**src/rtl/syn_gpu_pkg.sv**
```systemverilog
// Shared GPU types: default job field widths, the job record and the
// occupancy-width helper used by queue status counters.
package syn_gpu_pkg;

  localparam int C_X_W   = 10;
  localparam int C_Y_W   = 9;
  localparam int C_PXL_W = 8;
  localparam int C_DEPTH = 16;

  typedef struct packed {
    logic [C_X_W-1:0]   x;
    logic [C_Y_W-1:0]   y;
    logic [C_PXL_W-1:0] pxl;
  } aa_job_t;

  // Occupancy needs one extra bit so that "completely full" is representable.
  function automatic int occ_w(input int depth);
    return $clog2(depth) + 1;
  endfunction

endpackage

```
**src/rtl/syn_sdp_ram.sv**
```systemverilog
// Simple dual-port synchronous RAM: one write port, one registered read port.
// Read-during-write to the same address returns the old contents; callers
// that need the new word must forward it themselves.
module syn_sdp_ram
  import syn_gpu_pkg::*;
#(
  parameter int P_W     = $bits(aa_job_t),
  parameter int P_DEPTH = C_DEPTH,
  parameter int P_AW    = $clog2(P_DEPTH)
) (
  input  logic            clk_ir,
  input  logic            wr_en,
  input  logic [P_AW-1:0] wr_addr,
  input  logic [P_W-1:0]  wr_data,
  input  logic [P_AW-1:0] rd_addr,
  output logic [P_W-1:0]  rd_data
);

  logic [P_W-1:0] mem [P_DEPTH];

  // Write port.
  always_ff @(posedge clk_ir) begin
    if (wr_en) begin
      mem[wr_addr] <= wr_data;
    end
  end

  // Registered read port, always enabled.
  always_ff @(posedge clk_ir) begin
    rd_data <= mem[rd_addr];
  end

endmodule

```
**src/rtl/syn_anti_alias_job_que.sv**
```systemverilog
// Job queue between the line rasteriser and the anti-alias engine.
// A RAM holds the body of the queue; the head job lives in an output
// register so the engine sees registered data and can pop once per cycle.
module syn_anti_alias_job_que
  import syn_gpu_pkg::*;
#(
  parameter int P_X_W   = C_X_W,
  parameter int P_Y_W   = C_Y_W,
  parameter int P_PXL_W = C_PXL_W,
  parameter int P_DEPTH = C_DEPTH
) (
  input  logic                        clk_ir,
  input  logic                        rst_il,
  input  logic                        push_i,
  input  logic [P_X_W-1:0]            push_x_i,
  input  logic [P_Y_W-1:0]            push_y_i,
  input  logic [P_PXL_W-1:0]          push_pxl_i,
  output logic                        job_que_full_o,
  output logic                        aa_valid_o,
  input  logic                        aa_ready_i,
  output logic [P_X_W-1:0]            aa_x_o,
  output logic [P_Y_W-1:0]            aa_y_o,
  output logic [P_PXL_W-1:0]          aa_pxl_o,
  output logic                        job_que_empty_o,
  output logic [occ_w(P_DEPTH)-1:0]   occ_o,
  output logic [occ_w(P_DEPTH)-1:0]   hwm_o,
  output logic                        ovrflw_o,
  input  logic                        lb_clr_i
);

  localparam int AW = $clog2(P_DEPTH);
  localparam int OW = occ_w(P_DEPTH);

  typedef struct packed {
    logic [P_X_W-1:0]   x;
    logic [P_Y_W-1:0]   y;
    logic [P_PXL_W-1:0] pxl;
  } job_t;

  job_t          push_job;
  job_t          ram_q;
  job_t          head_job;
  job_t          fwd_job_reg;
  job_t          out_job_reg;
  logic          fwd_valid_reg;
  logic          out_valid_reg;
  logic          full_reg;
  logic          empty_reg;
  logic          ovrflw_reg;
  logic [AW-1:0] wptr_reg;
  logic [AW-1:0] rptr_reg;
  logic [AW-1:0] rptr_next;
  logic [OW-1:0] occ_reg;
  logic [OW-1:0] occ_next;
  logic [OW-1:0] hwm_reg;
  logic          push_ok;
  logic          pop;
  logic          ram_empty;
  logic          bypass;
  logic          ram_wr;
  logic          ram_rd;

  assign push_job = {push_x_i, push_y_i, push_pxl_i};

  // Handshake decode, RAM steering and next-state occupancy.
  always_comb begin
    push_ok   = push_i & ~full_reg;
    pop       = out_valid_reg & aa_ready_i;
    // The output register holds one job, so the RAM never holds more than
    // P_DEPTH-1 and equal pointers always mean "RAM empty".
    ram_empty = (wptr_reg == rptr_reg);
    bypass    = push_ok & (~out_valid_reg | (pop & ram_empty));
    ram_wr    = push_ok & ~bypass;
    ram_rd    = pop & ~ram_empty;
    rptr_next = ram_rd ? rptr_reg + AW'(1) : rptr_reg;
    occ_next  = occ_reg + OW'(push_ok) - OW'(pop);
    // A word written on the edge it was being prefetched reads back stale
    // from the RAM; substitute the captured copy instead.
    head_job  = fwd_valid_reg ? fwd_job_reg : ram_q;
  end

  syn_sdp_ram #(
    .P_W     ($bits(job_t)),
    .P_DEPTH (P_DEPTH),
    .P_AW    (AW)
  ) u_ram (
    .clk_ir  (clk_ir),
    .wr_en   (ram_wr),
    .wr_addr (wptr_reg),
    .wr_data (push_job),
    .rd_addr (rptr_next),
    .rd_data (ram_q)
  );

  // Pointers and write-to-prefetch forwarding.
  always_ff @(posedge clk_ir) begin
    if (rst_il) begin
      wptr_reg      <= '0;
      rptr_reg      <= '0;
      fwd_valid_reg <= 1'b0;
      fwd_job_reg   <= '0;
    end else begin
      if (ram_wr) begin
        wptr_reg <= wptr_reg + AW'(1);
      end
      rptr_reg      <= rptr_next;
      fwd_valid_reg <= ram_wr && (wptr_reg == rptr_next);
      fwd_job_reg   <= push_job;
    end
  end

  // Head-of-queue output register: bypass load, reload on pop, or empty.
  always_ff @(posedge clk_ir) begin
    if (rst_il) begin
      out_valid_reg <= 1'b0;
      out_job_reg   <= '0;
    end else if (bypass) begin
      out_valid_reg <= 1'b1;
      out_job_reg   <= push_job;
    end else if (pop) begin
      out_valid_reg <= ~ram_empty;
      if (!ram_empty) begin
        out_job_reg <= head_job;
      end
    end
  end

  // Occupancy, registered full/empty flags, high-water mark and overflow.
  always_ff @(posedge clk_ir) begin
    if (rst_il) begin
      occ_reg    <= '0;
      full_reg   <= 1'b0;
      empty_reg  <= 1'b1;
      hwm_reg    <= '0;
      ovrflw_reg <= 1'b0;
    end else begin
      occ_reg   <= occ_next;
      full_reg  <= (occ_next == OW'(P_DEPTH));
      empty_reg <= (occ_next == '0);
      if (lb_clr_i) begin
        hwm_reg <= occ_next;
      end else if (occ_next > hwm_reg) begin
        hwm_reg <= occ_next;
      end
      // A dropped push outranks a coincident clear.
      if (push_i && full_reg) begin
        ovrflw_reg <= 1'b1;
      end else if (lb_clr_i) begin
        ovrflw_reg <= 1'b0;
      end
    end
  end

  assign aa_valid_o      = out_valid_reg;
  assign aa_x_o          = out_job_reg.x;
  assign aa_y_o          = out_job_reg.y;
  assign aa_pxl_o        = out_job_reg.pxl;
  assign occ_o           = occ_reg;
  assign hwm_o           = hwm_reg;
  assign ovrflw_o        = ovrflw_reg;
  assign job_que_full_o  = full_reg;
  assign job_que_empty_o = empty_reg;

endmodule

```
**config.mk**
```make
export PLATFORM = sky130hd
export DESIGN_NAME = syn_anti_alias_job_que
export DESIGN_NICKNAME = d
export VERILOG_FILES = /design/src/rtl/syn_gpu_pkg.sv /design/src/rtl/syn_sdp_ram.sv /design/src/rtl/syn_anti_alias_job_que.sv
export SDC_FILE = /design/constraint.sdc
export NUM_CORES = 1
export LEC_CHECK = 0
export CAP_MARGIN = 10
export CORE_UTILIZATION = 56
export DETAILED_ROUTE_END_ITERATION = 7
export PLACE_DENSITY = 0.77
export REMOVE_ABC_BUFFERS = 1
export SLEW_MARGIN = 20
export SYNTH_ARGS = -nofsm -noshare
export SYNTH_HDL_FRONTEND = slang
export SYNTH_SLANG_ARGS = --single-unit
```
**constraint.sdc**
```tcl
create_clock -name clk_ir -period 3.6 [get_ports clk_ir]
set_input_delay 0.36 -clock clk_ir [delete_from_list [all_inputs] [get_ports clk_ir]]
set_output_delay 0.36 -clock clk_ir [all_outputs]
set_load 0.05 [all_outputs]
```
# Word level (Yosys, flattened, before mapping)
# Memories as Yosys holds them, arrays and structs flattened. A register that Yosys moved wholly into a read port is not among the register bits.
# Index checks and enable logic that the tools add are counted.
# totals
reg_bits	77
ram_bits	432
in_bits	32
output_inout_bits	41
wordCells	56
n_memories	1
# mem_list
name	words	width	read_ports	rd_clocked_by_memory_dff	wr	line_no	source
u_ram.mem	16	27	1	1	1	syn_sdp_ram.sv:19	logic [P_W-1:0] mem [P_DEPTH];
# classes
addsub	4
order_cmp	1
eq_ne	4
n_mux	13
bitwise_logic	11
n_reduce_logical	7
# op_table
cell	count
$mux 27	4
$mux 5	2
$add 4x1->4 const B	2
$eq 4x4->1	2
$and 1x1->1	6
$mux 1	6
$reduce_bool 2->1	3
$add 5x1->5	1
$eq 5x5->1 const B	1
$gt 5x5->1	1
$logic_not 5->1	1
$sub 5x1->5	1
$mux 4	1
$not 1->1	4
$logic_and 1x1->1	2
$ne 2x1->1 const B	1
$reduce_and 2->1	1
$or 1x1->1	1

# Depth between registers and ports, before layout
# depth
ltp_word	8
mapped_depth	16
depth_no_buf	16

# Cells and area by module
# From an unflattened synthesis, not the netlist that was laid out.
# hier_totals
hier_cells	1062
hier_area_um2	20364.5
# by_module_without_submodules
mod	n_inst	cells_per_inst	area_per_inst_um2	seq_area_each_um2
syn_sdp_ram	1	710	16893.7	13513.0
syn_anti_alias_job_que	1	352	3470.8	1541.5

# Worst setup path before layout
# No wires, ideal clock.
# synth_timing
kind	register to register
from	register full_reg (netlist: job_que_full_o)
to	memory u_ram.mem[3][0] in the netlist's numbering, enable pin
setup_ns	0.445
arrival_ns	3.259
required_time_ns	3.155
path_slack_ns	-0.103
stages_incl_launch_ff	6
period_less_slack_ns	3.703
cell_sequence	dfxtp_1 > nor2b_1 > o211a_1 > clkbuf_1 > nand2_1 > nor3_1
# synth_via
elab_chain_len	7
# synth_lines
item	line_no	source
from (decl)	syn_anti_alias_job_que.sv:47	logic full_reg;
from (signal assigned)	syn_anti_alias_job_que.sv:138	full_reg <= (occ_next == OW'(P_DEPTH));
$not 1->1 (*)	syn_anti_alias_job_que.sv:67	push_ok = push_i & ~full_reg;
$and 1x1->1 (*)	syn_anti_alias_job_que.sv:67	
$and 1x1->1	syn_anti_alias_job_que.sv:72	bypass = push_ok & (~out_valid_reg | (pop & ram_empty));
$not 1->1	syn_anti_alias_job_que.sv:73	ram_wr = push_ok & ~bypass;
$and 1x1->1 (*)	syn_anti_alias_job_que.sv:73	
$mux 1 (*)	syn_sdp_ram.sv:23	if (wr_en) begin
$mux 1 (implied by the code) (*)	syn_sdp_ram.sv:24	mem[wr_addr] <= wr_data;
to (decl)	syn_sdp_ram.sv:19	
# Every way passes the cells marked *; elsewhere a longest branch is shown, timed or not.

# Worst setup path after layout
# layout_timing
from	register full_reg (netlist: job_que_full_o)
to	register hwm_reg[1] (netlist: hwm_o[1])
# layout_via
elab_chain_len	6
elab_cells_between_ends	8
classes_between	add/sub: 2; order compare: 1; mux: 2; bitwise: 2; reduce/logical: 1
# layout_lines
item	line_no	source
$not 1->1	syn_anti_alias_job_que.sv:67	
$and 1x1->1	syn_anti_alias_job_que.sv:67	
$add 5x1->5	syn_anti_alias_job_que.sv:76	occ_next = occ_reg + OW'(push_ok) - OW'(pop);
$sub 5x1->5	syn_anti_alias_job_que.sv:76	
net occ_next[4]	syn_anti_alias_job_que.sv:54	logic [OW-1:0] occ_next;
$gt 5x5->1	syn_anti_alias_job_que.sv:142	end else if (occ_next > hwm_reg) begin
$reduce_bool 2->1 (no source line)	-	
to (signal assigned)	syn_anti_alias_job_que.sv:141	hwm_reg <= occ_next;
to (signal assigned)	syn_anti_alias_job_que.sv:143	hwm_reg <= occ_next;
to (decl)	syn_anti_alias_job_que.sv:55	logic [OW-1:0] hwm_reg;
# The timed path passes the listed nets, and every way through them passes these cells. The select of a mux whose other input is x is not followed.
# A chain may end at the register's enable or synchronous reset.

==> impl_metrics.env <==
export IMPL_grt_max_degree=111
export IMPL_dp_slack_ps=-290
export IMPL_sw_frac_of_total_pct=25.1
export IMPL_postSynthAreaPerCell_um2=17.2
export IMPL_cts_hold_buffers_added=0
export IMPL_maxCapViolCount=0
export IMPL_grt_total_usage_pct=26.7
export IMPL_seq_area_frac_synth_pct=62.6
export IMPL_numCtsBuffers=53
export IMPL_wl_per_cell_um=27.4
export IMPL_pwr_share_clk_pct=38.4
export IMPL_cts_htree_levels=2
export IMPL_worst_slack_ps=255
export IMPL_gp_congestion=0.803
export IMPL_die_area_um2=43800
export IMPL_ctsResizeCount=0
export IMPL_largest_reg_flops=432
export IMPL_fp_dieW_um=209
export IMPL_vias_per_cell=6.65
export IMPL_drtIter0Drc=1359
export IMPL_final_antenna_net_count=0
export IMPL_p_int_w=0.0110
export IMPL_synthDominantCellAreaShare_pct=54.0
export IMPL_combPwrFrac_pct=14.2
export IMPL_root_buffer="clkbuf_16"
export IMPL_hold_viol_final=0
export IMPL_antenna_found_initial=1
export IMPL_path_clk_slew_ps=60
export IMPL_grt_pass1_vias=14322
export IMPL_syn_area_um2=24000
export IMPL_grt_overflow=0
export IMPL_seqCellArea_um2=15100
export IMPL_rsz0062_at_grt="no"
export IMPL_post_route_period_util_pct=92.9
export IMPL_vias=13727
export IMPL_p_per_area_nw_per_um2=533
export IMPL_cts_sinks=536
export IMPL_hpwl_um=32900
export IMPL_hold_class="in -> reg"
export IMPL_yosys_top_cells_area="edfxtp_1 (54%), mux4_2 (20%), dfxtp_1 (8.7%)"
export IMPL_place_area_um2=25800
export IMPL_hold_slack_ps=33.1
export IMPL_fin_total_pwr_w=0.0147
export IMPL_synth_seq_cells=536
export IMPL_num_nets_final=1528
export IMPL_outcome="complete, no violations"
export IMPL_core_area_um2=42100
export IMPL_io_buffers=72
export IMPL_final_setup_tns_ps=0
export IMPL_power_leakage_nw=8.70
export IMPL_final_common_cell="edfxtp_1"
export IMPL_worstSetupPathType="reg -> reg"
export IMPL_start_util_pct=57.1
export IMPL_cts_tree="yes"
export IMPL_layout_common_cells="edfxtp_1 (432), mux4_2 (211), nand2_1 (113)"
export IMPL_crit_arrival_ps=3790
export IMPL_synth_cell_types=51
export IMPL_multiInputGateArea_um2=8630
export IMPL_io_pins=73
export IMPL_final_layout_size_suffix_gt1_share_pct=27.3
export IMPL_final_max_slew_viol_count=0
export IMPL_syn_inst=1394
export IMPL_wl_um=56500
export IMPL_max_slew_margin_rel_pct=28.9
export IMPL_cts_buffer_depth=3
export IMPL_synth_area_leader_cell="edfxtp_1"
export IMPL_fin_area_um2=27600
export IMPL_ys_warnings_count=0
export IMPL_rows=75
export IMPL_clock_latency_ps=600
export IMPL_post_route_drc_count=0
export IMPL_critPathCaptureType="flip-flop"
export IMPL_grt_pass1_wl_um=86800
export IMPL_required_ps=4040
export IMPL_syn2layout_area_growth_pct=14.6
export IMPL_finalSetupViolCount=0
export IMPL_cp_max_fo=4
export IMPL_fmax_ghz=0.299
export IMPL_worstMarginPinSlew_ps=1070
export IMPL_cts_setup_buffers=0
export IMPL_cp_start_kind="flip-flop"
export IMPL_irDropWorstVdd_mv=0.415
export IMPL_period_needed_ps=3340
export IMPL_nFillCells=2784
export IMPL_dr_pass1_iters=5
export IMPL_die_y_um=209
export IMPL_p_switching_w=0.00370
export IMPL_seqPwrFrac_pct=47.4
export IMPL_worst_clock_skew_ps=18.0
per-stage QoR:
| stage | std cells | util, % |
|---|---|---|
| floorplan | 1294 | - |
| global placement | 1964 | 61.1 |
| detailed placement | 1964 | 61.1 |
| CTS | 2064 | 65.4 |
| global route | 2064 | 65.4 |
| finish | 2065 | 65.4 |
worst paths after layout:
check / from / endpoint / slack, ps / depth (start not counted)
max reg2reg: job_que_full_o / hwm_o[1] / 260 / 17
max: job_que_full_o / hwm_o[1] / 260 / 17
min reg2reg: aa_y_o[5] / aa_y_o[5] / 460 / 1
min: rst_il / aa_valid_o / 30 / 2
power groups by stage:
stage | sequential (W) | clock (W) | combinational, W
2_1_floorplan | 0.00747 | 0 | 0.000995
5_1_grt | 0.00699 | 0.00593 | 0.00226
6_report | 0.00697 | 0.00564 | 0.00209
3_5_place_dp | 0.00710 | 0 | 0.00208
3_3_place_gp | 0.00709 | 0 | 0.00202
4_1_cts | 0.00697 | 0.00571 | 0.00209
layout make-up:
type	instances	share of cell area, %
Antenna cell	1	0.00908
Clock buffer	71	5.59
Clock inverter	29	0.890
Inverter	17	0.232
Multi-Input combinational cell	741	31.3
Sequential cell	536	54.7
Tap cell	539	2.45
Timing Repair Buffer	131	4.84
synthesized netlist by cell type, drive strengths merged:
| library cell | count |
|---|---|
| a22oi | 27 |
| mux2 | 29 |
| o31a | 1 |
| a211oi | 1 |
| nand3 | 59 |
| o31ai | 2 |
| buf | 64 |
| a31oi | 1 |
| a311oi | 1 |
| and2 | 4 |
| o41a | 1 |
| nand3b | 1 |
| a41oi | 1 |
| inv | 17 |
| edfxtp | 432 |
| nor3b | 2 |
| a21oi | 12 |
| o21ai | 7 |
| nor3 | 4 |
| nand4 | 2 |
| xnor2 | 15 |
| mux2i | 89 |
| o21a | 2 |
| fa | 1 |
| a21o | 3 |
| nor2 | 28 |
| o211a | 1 |
| o41ai | 1 |
| dfxtp | 104 |
| nor4 | 3 |
| o2111ai | 2 |
| and3 | 27 |
| o2bb2ai | 27 |
| nor2b | 32 |
| a311o | 1 |
| nor4b | 1 |
| xor2 | 10 |
| ha | 15 |
| nand2b | 3 |
| nand2 | 114 |
| mux4 | 211 |
| clkbuf | 36 |
worst max-delay path, stage by stage, from the launching register on:
cell and delay (ps):
dfxtp_1 320, nor2b_1 150, inv_1 80, ha_1 280
inv_1 40, ha_1 200, fa_1 420, a21o_1 180
a21oi_1 170, xor2_1 190, inv_1 80, ha_1 300
nor2_1 60, a31oi_1 230, o31ai_1 160, buf_4 170
nand3_1 70, a21oi_1 60
per-layer routing:
metal / global-route usage, % / wire (µm) / vias up
li1: - / - / 5795
met1: 36.7 / 22700 / 7188
met2: 44.1 / 28000 / 620
met3: 4.42 / 4130 / 124
met4: 8.37 / 1590 / 0
met5: 0 / 0 / -
cell families after synthesis:
| family | after synthesis | synth area share [%] |
|---|---|---|
| multiplexers | 329 | 24.8 |
| flip-flops | 536 | 62.6 |
| AND/OR/NAND/NOR | 280 | 5.58 |
| AO/OA/AOI/OAI | 91 | 2.91 |
| adder cells (fa/ha/maj) | 16 | 0.864 |
| XOR/XNOR | 25 | 1.02 |
| buffers and inverters | 117 | 2.19 |
No activity file was read; power rests on OpenSTA's default activity.
